File: src/rtl/vga_console_pkg.sv
// Shared constants and owner encoding for the VGA text console.
package vga_console_pkg;

    // 800x525 frame, 640x480 visible
    localparam int unsigned HTotal   = 800;
    localparam int unsigned VTotal   = 525;
    localparam int unsigned HVisible = 640;
    localparam int unsigned VVisible = 480;

    // Pixel phase inside a cell at which the next cell's character is fetched
    localparam int unsigned PrefetchOff = 24;

    // Default text geometry: 20x15 cells of 32x32 pixels
    localparam int unsigned TextCols  = 20;
    localparam int unsigned TextRows  = 15;
    localparam int unsigned CellShift = 5;

    // Owner of the RAM read currently in flight
    typedef logic [1:0] owner_t;
    localparam owner_t OwnNone = 2'd0;
    localparam owner_t OwnDisp = 2'd1;
    localparam owner_t OwnCpu  = 2'd2;

endpackage

File: src/rtl/vga_cell_addr.sv
// Maps a pixel position to the text cell that must be fetched next.
module vga_cell_addr
    import vga_console_pkg::*;
#(
    parameter int unsigned COLS       = TextCols,
    parameter int unsigned CELL_SHIFT = CellShift
) (
    input  logic [9:0] hpos,
    input  logic [9:0] vpos,
    output logic [8:0] addr,
    output logic       exists
);

    // Pixels between the fetch point and the next cell boundary
    localparam logic [9:0] Lead     = 10'((1 << CELL_SHIFT) - PrefetchOff);
    // Last fetch of a line targets column 0 of the following line
    localparam logic [9:0] LastSlot = 10'(HTotal) - Lead;
    localparam logic [9:0] VLast    = 10'(VTotal - 1);
    localparam logic [9:0] VVis     = 10'(VVisible);
    localparam logic [9:0] ColsW    = 10'(COLS);
    localparam logic [8:0] ColsA    = 9'(COLS);

    logic [9:0] next_line;
    logic [9:0] col;
    logic [8:0] row;

    // Target cell selection and visibility
    always_comb begin
        next_line = (vpos == VLast) ? 10'd0 : vpos + 10'd1;
        col       = 10'd0;
        row       = 9'd0;
        exists    = 1'b0;
        if (hpos == LastSlot) begin
            row    = 9'(next_line >> CELL_SHIFT);
            exists = (next_line < VVis);
        end else if (hpos < LastSlot) begin
            col    = (hpos + Lead) >> CELL_SHIFT;
            row    = 9'(vpos >> CELL_SHIFT);
            exists = (col < ColsW) && (vpos < VVis);
        end
        addr = row * ColsA + col[8:0];
    end

endmodule

File: src/rtl/vga_text_arbiter.sv
// Shares a single-port text RAM between display prefetch and CPU access.
module vga_text_arbiter
    import vga_console_pkg::*;
#(
    parameter int unsigned COLS       = TextCols,
    parameter int unsigned ROWS       = TextRows,
    parameter int unsigned CELL_SHIFT = CellShift
) (
    input  logic       clk,
    input  logic       reset,
    input  logic [9:0] hpos,
    input  logic [9:0] vpos,
    input  logic       cpu_valid,
    input  logic       cpu_we,
    input  logic [8:0] cpu_addr,
    input  logic [7:0] cpu_wdata,
    output logic       cpu_ready,
    output logic       cpu_rvalid,
    output logic [7:0] cpu_rdata,
    output logic [8:0] ram_addr,
    output logic       ram_we,
    output logic [7:0] ram_wdata,
    input  logic [7:0] ram_rdata,
    output logic [7:0] cell_char,
    output logic       cell_valid
);

    localparam logic [CELL_SHIFT-1:0] SlotPhase = CELL_SHIFT'(PrefetchOff);
    localparam logic [8:0]            Cells     = 9'(COLS * ROWS);

    logic       phase_slot;
    logic       boundary;
    logic [9:0] tgt_hpos;
    logic [8:0] disp_addr;
    logic       tgt_exists;
    logic       slot;
    logic       in_range;
    owner_t     owner_q, owner_d;
    logic       rd_oob_q;
    logic [7:0] next_cell_q;
    logic [7:0] rdata_q;

    assign phase_slot = (hpos[CELL_SHIFT-1:0] == SlotPhase);
    assign boundary   = (hpos[CELL_SHIFT-1:0] == '1);
    // Slot and boundary never coincide, so one address unit serves both: at a
    // boundary it is asked about the slot of the cell just finishing, whose
    // target is exactly the upcoming cell.
    assign tgt_hpos   = boundary ? {hpos[9:CELL_SHIFT], SlotPhase} : hpos;

    vga_cell_addr #(
        .COLS       (COLS),
        .CELL_SHIFT (CELL_SHIFT)
    ) u_cell_addr (
        .hpos   (tgt_hpos),
        .vpos   (vpos),
        .addr   (disp_addr),
        .exists (tgt_exists)
    );

    // Port arbitration: display slot wins, CPU takes every other cycle
    always_comb begin
        slot      = phase_slot && tgt_exists;
        in_range  = (cpu_addr < Cells);
        cpu_ready = cpu_valid && !slot && !reset;
        ram_addr  = slot ? disp_addr : cpu_addr;
        ram_we    = cpu_ready && cpu_we && in_range;
        ram_wdata = cpu_wdata;
        if (slot) begin
            owner_d = OwnDisp;
        end else if (cpu_ready && !cpu_we) begin
            owner_d = OwnCpu;
        end else begin
            owner_d = OwnNone;
        end
    end

    // Read return path; a read caught by reset is suppressed
    always_comb begin
        cpu_rvalid = (owner_q == OwnCpu) && !reset;
        if (cpu_rvalid) begin
            cpu_rdata = rd_oob_q ? 8'h00 : ram_rdata;
        end else begin
            cpu_rdata = rdata_q;
        end
    end

    // Owner tracking, prefetch capture and cell output registers
    always_ff @(posedge clk) begin
        if (reset) begin
            owner_q     <= OwnNone;
            rd_oob_q    <= 1'b0;
            next_cell_q <= 8'h00;
            rdata_q     <= 8'h00;
            cell_char   <= 8'h00;
            cell_valid  <= 1'b0;
        end else begin
            owner_q  <= owner_d;
            rd_oob_q <= !in_range;
            if (owner_q == OwnDisp) begin
                next_cell_q <= ram_rdata;
            end
            if (cpu_rvalid) begin
                rdata_q <= cpu_rdata;
            end
            if (boundary) begin
                cell_char  <= next_cell_q;
                cell_valid <= tgt_exists;
            end
        end
    end

endmodule

File: config.mk
export PLATFORM = sky130hd
export DESIGN_NAME = vga_text_arbiter
export DESIGN_NICKNAME = d
export VERILOG_FILES = /design/src/rtl/vga_console_pkg.sv /design/src/rtl/vga_cell_addr.sv /design/src/rtl/vga_text_arbiter.sv
export SDC_FILE = /design/constraint.sdc
export NUM_CORES = 1
export LEC_CHECK = 0
export ABC_AREA = 1
export CAP_MARGIN = 20
export CORE_UTILIZATION = 46
export DETAILED_ROUTE_END_ITERATION = 8
export GPL_ROUTABILITY_DRIVEN = 1
export PLACE_DENSITY_LB_ADDON = 0.12
export SETUP_SLACK_MARGIN = 0.4
export SYNTH_ARGS = -nofsm -noshare
export SYNTH_HDL_FRONTEND = slang
export SYNTH_SLANG_ARGS = --single-unit
File: constraint.sdc
create_clock -name clk -period 12.1 [get_ports clk]
set_input_delay 3.63 -clock clk [delete_from_list [all_inputs] [get_ports clk]]
set_output_delay 3.63 -clock clk [all_outputs]
set_load 0.005 [all_outputs]
==> impl_metrics.py <==
metrics = {
    "power": {
        "p_per_area_nw_per_um2": 83.2,
        "leakage_uw": 0.00123,
        "vdd_drop_max_v": 0.0000795,
        "clkPwrFrac_pct": 31.8,
        "power_frac_seq_pct": 41.1,
        "intPower_uw": 170,
        "swShare_pct": 26.0,
        "p_sw_uw": 59.6,
        "combPwrFrac_pct": 27.2,
    },
    "critical_path": {
        "worstSetupStartpointType": "primary input",
        "r2r-start": "owner_q[0]",
        "worstPathRequired_ns": 8.47,
        "crit_path_end_kind": "output port",
        "arrival_ns": 7.19,
        "crit_fanout": 7,
        "worstSetupStartpoint": "hpos[6]",
        "crit_type": "in -> out",
    },
    "global_routing": {
        "grt_use_total_pct": 20.9,
        "grt_use_met3_pct": 5.50,
        "top_usage_layer": "met2",
        "grt_pass1_vias": 1754,
        "gr-usage-met1_pct": 28.7,
        "antenna_found_initial": 0,
        "grt_max_degree": 19,
        "grt_pass1_wl_um": 7470,
        "grt_overflow": 0,
        "use_met2_pct": 33.2,
    },
    "run_status": {
        "status": "finished clean",
    },
    "sta": {
        "drv_slew": 0,
        "hold_ws_ns": 0.476,
        "tightest_slew_ns": 0.569,
        "finalCritPeriodShare_pct": 89.4,
        "slew_headroom_pct": 61.7,
        "tns_ns": 0,
        "finalSetupViolCount": 0,
        "max_freq_mhz": 92.4,
        "finalHoldViolations": 0,
        "layout_min_cycle_time_ns": 10.82,
        "setup_ws_ns": 1.28,
        "rsz0062_at_grt": "no",
        "finalClockSkew_ns": 0.00735,
    },
    "yosys": {
        "synth_cell_types": 32,
        "synth_seq_cells": 28,
        "synth_area_um2": 2010,
        "yosysTopAreaCell": "dfxtp_1",
        "synth_warnings": 0,
        "synth_area_per_cell_um2": 6.50,
        "synth_flop_cell": "dfxtp_1",
        "synth.area.top_cells": "dfxtp_1 (28%), nand2_1 (12%), nor2_1 (11%)",
        "synth_top_area_share_pct": 27.9,
        "syn_nets": 369,
        "synth_edf_count": 0,
        "netlist_instances": 309,
        "synth.yosys.seq_area_share_pct": 27.9,
        "async_flop_share_pct": 0,
    },
    "floorplan": {
        "ios": 86,
        "initial_core_util_pct": 49.2,
        "die_h_um": 68.1,
        "die_area_um2": 4640,
        "coreArea_um2": 4090,
        "placementRows": 23,
        "die_w_um": 68.1,
    },
    "drt": {
        "drt-initial-drc-count": 103,
        "dr.pass1.iters": 4,
        "routed-via-count": 2045,
        "drc": 0,
        "wl_per_cell_um": 11.2,
        "ant_nets": 0,
        "routed_wl_um": 4700,
        "vias_per_cell": 4.86,
    },
    "clocking": {
        "cts_tree": "built",
        "post_cts_buffers": 0,
        "ctsHoldBuffers": 0,
        "numCtsBuffers": 3,
        "cts.sinks": 28,
        "cts_resized": 0,
        "htreeDepth": 1,
        "clockRootBuffer": "clkbuf_8",
        "clk_latency_ns": 0.28,
        "cts.clk_slew.worst_paths_ns": 0.09,
        "clk_path_buf_depth": 2,
    },
    "finish": {
        "diodes": 0,
        "final_nets": 432,
        "final_util_pct": 67.4,
        "drive_above_1_share_pct": 7.82,
        "syn_to_final_growth_pct": 37.1,
        "finalNonFillerCells": 421,
    },
    "worst_hold_path": {
        "hp-start": "rdata_q[4]",
        "hp-class": "reg -> reg",
    },
    "placement": {
        "post-place-ws_ns": 1.32,
        "dp.cells": 417,
        "dpl.hpwl_um": 3850,
        "io_buffers": 69,
        "gp_congestion": 0.909,
    },
    "run": {
        "maxCapViolations": 0,
    },
}
[power by group through the flow]
stage	clock, uW	combinational (uW)	sequential (uW)
after global placement	0	61.7	96.3
after floorplan	0	35.6	96.3
after CTS	73.9	62.8	94.2
final	72.9	62.3	94.2
after detailed placement	0	62.0	96.3
after global routing	77.2	70.2	94.4
[path summary, 6_finish.rpt]
path / endpoint / slack (ns) / cells after the start
max: ram_addr[8] / 1.28 / 17
min: rdata_q[4] / 0.48 / 2
max reg2reg: rdata_q[5] / 10.66 / 4
min reg2reg: rdata_q[4] / 0.48 / 2
[stage by stage]
stage               cell area [um2]  total power [uW]
detailed placement             2680               158
global route                   2760               242
finish                         2760               229
CTS                            2760               231
global placement               2680               158
floorplan                      2010               132
[cell type report]
class	instances	area, um2
clock buffer	3	41.3
clock inverter	1	30.0
fill	412	1330
inverter	32	121
multi-input combinational	238	1250
sequential	28	561
tap	50	62.6
timing repair buffer	69	691
[flip-flops by register name (all words and copies together), names as in the netlist]
register	cells
owner_q	2
rd_oob_q	1
cell_char	8
cell_valid	1
next_cell_q	8
rdata_q	8
[logic make-up after synthesis]
family	count (synthesis)	share of synthesized area (%)
AND/OR/NAND/NOR	178	39.5
adder cells (fa/ha/maj)	11	7.60
flip-flops	28	27.9
XOR/XNOR	5	2.18
AO/OA/AOI/OAI	44	12.9
buffers and inverters	43	9.96
[metal layers]
metal | up-vias | wire, um
met5 | - | 0
met4 | 0 | 14
met3 | 2 | 313
met2 | 68 | 2070
met1 | 861 | 2290
li1 | 1114 | -
[worst max-delay path: stages]
cell             delay, ns
clkdlybuf4s50_1       0.46
inv_1                 0.09
nand2_1               0.08
o21ai_2               0.21
inv_1                 0.14
o21ai_0               0.49
ha_1                  0.34
ha_1                  0.22
fa_1                  0.38
xnor2_1               0.17
inv_1                 0.08
nand3_1               0.09
inv_1                 0.05
nand3_1               0.08
nand3_1               0.08
nand2_1               0.08
clkdlybuf4s50_1       0.49
[layout by cell type (no fill, tap or decap), types with 3 or more instances in the layout]
| cell type | count |
|---|---|
| a21oi_1 | 11 |
| nand3_1 | 33 |
| clkdlybuf4s50_1 | 69 |
| nand2_1 | 64 |
| o21ai_0 | 21 |
| inv_1 | 28 |
| o21ai_2 | 7 |
| xnor2_1 | 4 |
| nand2_2 | 8 |
| dfxtp_1 | 28 |
| nor2_1 | 61 |
| clkbuf_8 | 3 |
| ha_1 | 9 |
[synth_stat cells, drive strengths merged (2+ instances only)]
cell type / number
nand2: 73
nor2: 64
nand3: 34
inv: 30
dfxtp: 28
o21ai: 28
a21oi: 11
buf: 9
ha: 9
xnor2: 4
nor3: 3
a21boi: 2
clkbuf: 2
clkinv: 2
fa: 2
nand3b: 2
(Power assumes the default switching activity.)
